<file path="config.mk">
export PLATFORM = sky130hd
export DESIGN_NAME = dog_hit_detect
export DESIGN_NICKNAME = d
export VERILOG_FILES = /design/src/rtl/dog_hit_detect_pkg.sv /design/src/rtl/dog_hit_detect_frame_tick_gen.sv /design/src/rtl/dog_hit_detect.sv
export SDC_FILE = /design/constraint.sdc
export NUM_CORES = 1
export LEC_CHECK = 0
export ABC_AREA = 1
export BUFFER_PORTS_ARGS = -buffer_cell sky130_fd_sc_hd__buf_2
export CORE_MARGIN = 5
export CORE_UTILIZATION = 50
export CTS_CLUSTER_SIZE = 40
export DETAILED_ROUTE_END_ITERATION = 8
export GPL_TIMING_DRIVEN = 0
export PLACE_DENSITY = 0.75
export RECOVER_POWER = 25
export REMOVE_ABC_BUFFERS = 1
export SETUP_SLACK_MARGIN = 0.2
export SLEW_MARGIN = 10
export SYNTH_ARGS = -nofsm -noshare
export SYNTH_HDL_FRONTEND = slang
export SYNTH_SLANG_ARGS = --single-unit
</file>
<file path="constraint.sdc">
create_clock -name clk -period 1.8 [get_ports clk]
set_clock_uncertainty 0.1 [all_clocks]
set_input_delay 0.09 -clock clk [delete_from_list [all_inputs] [get_ports clk]]
set_output_delay 0.09 -clock clk [all_outputs]
set_load 0.05 [all_outputs]
</file>
<file path="src/rtl/dog_hit_detect_pkg.sv">
// Shared game constants for the dog sprite box and ground line, plus the
// dog hit FSM state type used by dog_hit_detect.
package dog_hit_detect_pkg;

  localparam int unsigned DOG_X    = 880;
  localparam int unsigned DOG_Y    = 430;
  localparam int unsigned DOG_W    = 140;
  localparam int unsigned DOG_H    = 151;
  localparam int unsigned GROUND_Y = DOG_Y + DOG_H;

  localparam int unsigned COORD_W = 11;
  localparam int unsigned SUM_W   = 12;

  typedef enum logic {
    ARMED   = 1'b0,
    LOCKOUT = 1'b1
  } dog_state_e;

  // Half-open box overlap of a projectile box against the dog box, all at 12 bits.
  function automatic logic box_overlap(input logic [COORD_W-1:0] px,
                                       input logic [COORD_W-1:0] py,
                                       input logic [SUM_W-1:0]   pw,
                                       input logic [SUM_W-1:0]   ph);
    logic [SUM_W-1:0] px_w;
    logic [SUM_W-1:0] py_w;
    px_w = {1'b0, px};
    py_w = {1'b0, py};
    return (px_w < SUM_W'(DOG_X + DOG_W)) && ((px_w + pw) > SUM_W'(DOG_X)) &&
           (py_w < SUM_W'(DOG_Y + DOG_H)) && ((py_w + ph) > SUM_W'(DOG_Y));
  endfunction

endpackage

</file>
<file path="src/rtl/dog_hit_detect_frame_tick_gen.sv">
// Frame tick generator: one-cycle pulse in the first cycle vblnk is seen
// high after being low.
module frame_tick_gen (
  input  logic clk,
  input  logic rst,
  input  logic vblnk,
  output logic tick
);

  logic vblnk_q;
  logic vblnk_d;

  always_comb begin
    vblnk_d = vblnk;
  end

  always_ff @(posedge clk) begin
    if (rst) begin
      vblnk_q <= 1'b0;
    end else begin
      vblnk_q <= vblnk_d;
    end
  end

  assign tick = vblnk & ~vblnk_q;

endmodule

</file>
<file path="src/rtl/dog_hit_detect.sv">
// Per-frame cat projectile vs dog box hit detector with frame lockout.
// Optional miss reporting (proj_miss) is enabled by DOG_HIT_MISS_REPORT_EN.
module dog_hit_detect
  import dog_hit_detect_pkg::*;
#(
  parameter int unsigned PROJ_W         = 24,
  parameter int unsigned PROJ_H         = 24,
  parameter int unsigned LOCKOUT_FRAMES = 30,
  parameter int unsigned HIT_CNT_W      = 4
) (
  input  logic                 clk,
  input  logic                 rst,
  input  logic                 vblnk,
  input  logic [10:0]          proj_x,
  input  logic [10:0]          proj_y,
  input  logic                 proj_valid,
  output logic                 hit_dog,
  output logic                 proj_kill,
  output logic [HIT_CNT_W-1:0] hit_count,
  output logic                 locked
`ifdef DOG_HIT_MISS_REPORT_EN
  ,
  output logic                 proj_miss
`endif
);

  localparam int unsigned CNT_W = (LOCKOUT_FRAMES > 1) ? $clog2(LOCKOUT_FRAMES + 1) : 1;
  localparam logic [CNT_W-1:0] CNT_INIT = CNT_W'(LOCKOUT_FRAMES);
  localparam logic [SUM_W-1:0] PW = SUM_W'(PROJ_W);
  localparam logic [SUM_W-1:0] PH = SUM_W'(PROJ_H);

  logic tick;

  frame_tick_gen u_tick (
    .clk   (clk),
    .rst   (rst),
    .vblnk (vblnk),
    .tick  (tick)
  );

  logic [COORD_W-1:0]   snap_x_q, snap_x_d;
  logic [COORD_W-1:0]   snap_y_q, snap_y_d;
  logic                 snap_vld_q, snap_vld_d;
  logic                 stb_q, stb_d;
  logic                 eval_q, eval_d;
  logic                 hit_q, hit_d;
  logic                 kill_q, kill_d;
  logic                 miss_q, miss_d;
  dog_state_e           state_q, state_d;
  logic [CNT_W-1:0]     cnt_q, cnt_d;
  logic [HIT_CNT_W-1:0] hit_cnt_q, hit_cnt_d;
  logic                 overlap;

  always_comb begin
    snap_x_d   = tick ? proj_x : snap_x_q;
    snap_y_d   = tick ? proj_y : snap_y_q;
    snap_vld_d = tick ? proj_valid : snap_vld_q;
    stb_d      = tick;
    eval_d     = tick & (state_q == ARMED);

    overlap = box_overlap(snap_x_q, snap_y_q, PW, PH);
    hit_d   = stb_q & eval_q & snap_vld_q & overlap;
`ifdef DOG_HIT_MISS_REPORT_EN
    miss_d  = stb_q & snap_vld_q & ~hit_d &
              (({1'b0, snap_y_q} + PH) >= SUM_W'(GROUND_Y));
`else
    miss_d  = 1'b0;
`endif
    kill_d  = hit_d | miss_d;

    state_d   = state_q;
    cnt_d     = cnt_q;
    hit_cnt_d = hit_cnt_q;
    case (state_q)
      ARMED: begin
        if (hit_d) begin
          state_d = LOCKOUT;
          cnt_d   = CNT_INIT;
          if (hit_cnt_q != '1) begin
            hit_cnt_d = hit_cnt_q + 1'b1;
          end
        end
      end
      LOCKOUT: begin
        // A counter of 1 reaches zero on this tick; 0 only occurs with LOCKOUT_FRAMES=0.
        if (tick) begin
          if (cnt_q <= CNT_W'(1)) begin
            cnt_d   = '0;
            state_d = ARMED;
          end else begin
            cnt_d = cnt_q - 1'b1;
          end
        end
      end
      default: state_d = ARMED;
    endcase
  end

  always_ff @(posedge clk) begin
    if (rst) begin
      snap_x_q   <= '0;
      snap_y_q   <= '0;
      snap_vld_q <= 1'b0;
      stb_q      <= 1'b0;
      eval_q     <= 1'b0;
      hit_q      <= 1'b0;
      kill_q     <= 1'b0;
      miss_q     <= 1'b0;
      state_q    <= ARMED;
      cnt_q      <= '0;
      hit_cnt_q  <= '0;
    end else begin
      snap_x_q   <= snap_x_d;
      snap_y_q   <= snap_y_d;
      snap_vld_q <= snap_vld_d;
      stb_q      <= stb_d;
      eval_q     <= eval_d;
      hit_q      <= hit_d;
      kill_q     <= kill_d;
      miss_q     <= miss_d;
      state_q    <= state_d;
      cnt_q      <= cnt_d;
      hit_cnt_q  <= hit_cnt_d;
    end
  end

  assign hit_dog   = hit_q;
  assign proj_kill = kill_q;
  assign hit_count = hit_cnt_q;
  assign locked    = (state_q == LOCKOUT);
`ifdef DOG_HIT_MISS_REPORT_EN
  assign proj_miss = miss_q;
`else
  logic unused_miss;
  assign unused_miss = miss_q;
`endif

endmodule

</file>
* Yosys cells after proc, flatten, opt, wreduce, memory -nomap -nowiden *
Cells that the tools add are included.

word-level totals
  register bits after elaboration = 37
  input bits = 26
  output and inout bits = 7
  word-level logic and storage cells = 42

cells by class
  add/sub/neg operators = 4
  $lt $le $gt $ge = 5
  equality and inequality tests = 3
  muxes and demuxes = 8
  bitwise operators = 7
  reduce and logical (&&, ||, !) cells = 5

operators by type and width
  operator                                                         count
  adder 11 x 5 -> 12 bit, second input constant                    2
  < comparator 11 x 10 -> 1 bit, second input constant             2
  2-to-1 mux 5 bit                                                 3
  greater-than comparator 12 x 10 -> 1 bit, second input constant  1
  greater-than comparator 12 x 9 -> 1 bit, second input constant   1
  case mux 5 bit (2 select lines)                                  1
  bitwise AND 1 bit                                                5
  less-or-equal comparator 5 x 1 -> 1 bit, second input constant   1
  subtractor 5 x 1 -> 5 bit, second input constant                 1
  adder 4 x 1 -> 4 bit, second input constant                      1
  != test 2 bit, second input constant                             2
  != test 4 bit, second input constant                             1
  logical AND 1 bit                                                3
  2-to-1 mux 1 bit                                                 3
  AND reduction 3 bit                                              1
  inverter 1 bit                                                   2
  case mux 1 bit (2 select lines)                                  1
  AND reduction 2 bit                                              1

* Logic depth before layout (Yosys ltp) *
  word-level depth = 8
  mapped depth = 15
  mapped depth without buffers = 15

* Hierarchy *
From an unflattened synthesis, not the netlist that was laid out.

unflattened totals
  cells, all modules = 297
  area, all modules = 1944.4 µm²

by module, submodules not included
  module          instances  cells each  area each (µm²)
  dog_hit_detect  1          293         1913.1
  frame_tick_gen  1          4           31.3

* Worst setup path before layout *
OpenSTA, ideal clock, no wires.

  path kind = register -> register
  start = register state_q, in the netlist locked
  end = register cnt_q[3]
  arrival time = 1578 ps
  data required time = 1573 ps
  slack = -5 ps
  stages on the path, launching flop included = 7
  clock period less this slack = 1805 ps
  cell sequence = dfxtp_1 -> inv_1 -> nor2_1 -> inv_1 -> nor3_1 -> xor2_1 -> o21ai_0

on the way
  word-level cells in the longest chain between the ends = 3

RTL lines
  item                                  line                   text
  start, declared                       dog_hit_detect.sv:49   dog_state_e state_q, state_d;
  start signal, assigned                dog_hit_detect.sv:121  state_q <= state_d;
  inverter 1 bit                        --
  != test 2 bit (no source line)        --
  AND reduction 2 bit (no source line)  --
  end signal, assigned                  dog_hit_detect.sv:122  cnt_q <= cnt_d;
  end, declared                         dog_hit_detect.sv:50   logic [CNT_W-1:0] cnt_q, cnt_d;

Parallel ways exist; a longest one is shown, timed or not.
A chain may end at the register's enable or synchronous reset.

* Worst setup path in the final report *
  start = register snap_x_q[3]
  end = register cnt_q[1]

on the way
  word-level cells in the longest chain between the ends = 8

RTL lines
  item                                      line                      text
  start, declared                           dog_hit_detect.sv:41      logic [COORD_W-1:0] snap_x_q, snap_x_d;
  start signal, assigned                    dog_hit_detect.sv:113     snap_x_q <= snap_x_d;
  adder 11 x 5 -> 12 bit                    dog_hit_detect_pkg.sv:28  return (px_w < SUM_W'(DOG_X + DOG_W)) && ((px_w + pw) > SUM_W'(DOG_X)) &&
  greater-than comparator 12 x 10 -> 1 bit  dog_hit_detect_pkg.sv:28
  logical AND 1 bit * (2 in a row)          dog_hit_detect_pkg.sv:28
  logical AND 1 bit *                       dog_hit_detect_pkg.sv:29  (py_w < SUM_W'(DOG_Y + DOG_H)) && ((py_w + ph) > SUM_W'(DOG_Y));
  bitwise AND 1 bit *                       dog_hit_detect.sv:62      hit_d = stb_q & eval_q & snap_vld_q & overlap;
  != test 2 bit (no source line) *          --
  AND reduction 2 bit (no source line) *    --

Every way passes the cells marked *; elsewhere a longest branch is shown, timed or not.

==> metrics.csv <==
stage,metric,value,unit
cells_and_area,Final Core Density,71.07,%
detailed_routing,Initial DRC Count,63,
setup_path,Worst Path Required,1.93,ns
setup_path,WP data arrival,1.89,ns
sta,fmax,568.5,MHz
yosys,Syn Std Cell Area,0.001912,sq mm
sta,final worst-path cycle share,97.72,%
cells_and_area,Synth-to-Final Area Change,37.11,%
setup_path,max incr delay on CP,0.36,ns
yosys,sequential area share after synthesis,38.74,%
grt,initial antenna violation count,0,
clock_tree,H-tree lvl count,2,
clock_tree,CTS tree,built,
placement,port bufs,32,
setup_path,"critical path fanouts, max",5,
grt,number of global-route vias before repair,1741,
sta,Slew HR,49.69,%
yosys,number of synthesized flops with an enable pin,0,
detailed_routing,Via density,4.846,
detailed_routing,Vias,1919,
cells_and_area,ant diodes,0,
die,num ports,33,
detailed_routing,DRC,0,
sta,Slew Limit Fails,0,
clock_tree,"Reg clk slew, reported paths",0.07,ns
grt,pin count of the biggest net entering global routing,43,
pwr,pwr/cell area,702.6,mW/mm^2
min_path,HP Class,in2reg,
yosys,post-synth cell types,22,
setup_path,Setup crit start kind,flip-flop,
grt,GRT met1 Usage,20.12,%
yosys,top post-synthesis cells by count,"nand2_1, nor2_1, inv_1",
yosys,Synth area leader,dfxtp_1,
placement,Final Wtd Congestion,0.8409,
yosys,share of the synthesized area in the top cell type,38.74,%
detailed_routing,ANT nets after route,0,
clock_tree,cts bufs inserted,5,
grt,grt ovf,0,
setup_path,WP buf/inv,2,
placement,Setup WS pre-CTS,-0.2700,ns
setup_path,CP startpoint,snap_x_q[3]$_SDFFE_PP0P_,
setup_path,worst r2r path cells,12,
grt,met3 Track Usage GR,4.769,%
setup_path,Critical-path top delay cell,dfxtp_2,
setup_path,"critical path, cell by cell","inv_2, ha_4, nor2_4, nand2_1, nand2_1, nand2_1, nor2_1, nand2_1, nand2_2, nand4_4, buf_4, a21oi_1",
sta,RSZ-0062 raised after global routing,yes,
yosys,#FFs+latches synth,37,
die,die area,0.005160,sq mm
cells_and_area,Layout fillers,308,
pwr,Max VDD drop,0.5501,mV
yosys,yosys warns,0,
yosys,"Async S/R FF share, synth",0,%
die,die height,71.84,microns
detailed_routing,post-DR wirelength/cell,11.34,microns
pwr,static leakage,1.162,nW
setup_path,Most Frequent Cell on Critical Path,nand2_1,
sta,setup violators final,0,
flow_run,MaxCap Viol Count,0,
setup_path,Reg-to-Reg Start,snap_x_q[3]$_SDFFE_PP0P_,
grt,GR peak layer,met2,
status,status,"complete, no violations",
setup_path,CP Capture Type,flip-flop,
detailed_routing,Post-Route WL,4.489,mm
yosys,"count leader, synth",nand2_1,
yosys,Syn Area/Cell,6.685,sq um
sta,Setup WS post-layout,0.04098,ns
cells_and_area,fraction of layout cells with a size suffix above 1,25.57,%
grt,first-pass GRT wire length,7.293,mm
clock_tree,# clock sinks,37,
sta,Fin. Hold Viols,0,
min_path,Hold Path Stages,3,
clock_tree,CTS root buf,clkbuf_8,
die,area of the core,0.003689,sq mm
yosys,Post-synth top flop,dfxtp_1,
sta,min cycle time layout,1.759,ns
clock_tree,Max Root-Sink Buffers,2,
clock_tree,clk_lat worst skew,0.30,ns
grt,routing usage on met2,31.12,%
sta,worst slew pin tran,0.7539,ns
yosys,Area contributors post-synth,"dfxtp_1, nand2_1, nor2_1",
die,row count,22,
grt,GRT Total Usage,17.57,%
die,Initial Utilization,51.83,%
setup_path,"CP delay by family, top",simple AND/OR/NAND/NOR gates,
setup_path,cell count along the critical path,12,
min_path,HP Start,proj_x[3],
setup_path,Crit Path Class,reg2reg,
cells_and_area,final net count,379,
die,die width,71.84,microns
placement,Final HPWL DP,2.783,mm
detailed_routing,DR pass1 iterations,5,
yosys,Gate Count Post-Synth,286,
repair_timing:
action,CTS,global route
hold endpoints to repair,28,0
pin swaps,12,9
buffers inserted,2,2
hold buffers,25,0
gates resized for setup,27,22
gates cloned,0,0
setup endpoints to repair,11,11
cells in the final DEF, fill, tap and decap left out, drive strengths merged:
cell,Yosys,final
xnor2,1,1
nor3,4,4
a21oi,22,22
xor2,2,2
or2,1,1
buf,1,32
clkinv,0,1
nor2,51,51
nand2,55,55
dfxtp,37,37
clkbuf,6,11
ha,6,6
nand3,12,12
inv,47,47
nand4,6,6
dlygate4sd3,0,25
nand3b,1,1
o21ai,34,34
per-stage QoR:
step / std cells / power [mW] / cell area, sq um / hold slack [ns] / TNS (ns)
after floorplan: 279 / 1.051 / 1882 / 0.05907 / -0.006315
after global placement: 359 / 1.114 / 2102 / 0.2103 / -1.319
after detailed placement: 359 / 1.119 / 2102 / 0.2186 / -1.801
after CTS: 394 / 1.829 / 2551 / 0.01183 / 0
after global routing: 396 / 1.929 / 2621 / 0.01865 / -0.5561
final: 396 / 1.842 / 2621 / 0.01263 / 0
worst min-delay path, stage by stage:
cell	delay [ns]
buf_2	0.07
o21ai_0	0.08
a21oi_1	0.12
per-layer routing:
layer / vias to the layer above / routed length [microns] / share of wire (%)
met5: - / 0 / 0
met4: 0 / 81 / 1.8
met3: 11 / 193 / 4.3
met2: 40 / 2235 / 50
met1: 849 / 1979 / 44
li1: 1019 / - / -
cells by family after synthesis:
| family | Yosys count | share of synthesized area (%) |
|---|---|---|
| xor gates and xnor gates | 3 | 1.375 |
| and+or+nand+nor | 130 | 30.50 |
| AOI/OAI and AO/OA | 56 | 14.66 |
| buffers and inverters | 54 | 10.80 |
| adders and majority gates | 6 | 3.927 |
| DFF | 37 | 38.74 |
final cells by class:
type / count / area, sq um / area share (%)
clock buffer: 7 / 96.34 / 3.675
clock inverter: 1 / 5.005 / 0.1909
inverter: 47 / 183.9 / 7.017
multi-input combinational: 195 / 1089 / 41.53
sequential: 37 / 748.2 / 28.54
tap: 48 / 60.06 / 2.291
timing repair buffer: 61 / 439.2 / 16.75
state kept, by name, summed over array words and instances (netlist names):
signal / flops
cnt_q: 5
eval_q: 1
hit_count: 4
locked: 1
proj_kill: 1
snap_vld_q: 1
snap_x_q: 11
snap_y_q: 11
stb_q: 1
u_tick.vblnk_q: 1
power by group:
group / switching, mW / internal [mW]
clock network: 0.298 / 0.346
logic: 0.163 / 0.139
registers: 0.0319 / 0.864
worst paths after layout:
path / end / slack, ns
setup / recovery: cnt_q[1]$_SDFFE_PP0P_ / 0.04
hold / removal: snap_x_q[3]$_SDFFE_PP0P_ / 0.01
setup reg to reg: cnt_q[1]$_SDFFE_PP0P_ / 0.04
hold reg to reg: snap_x_q[0]$_SDFFE_PP0P_ / 0.35
(Power assumes the default switching activity.)
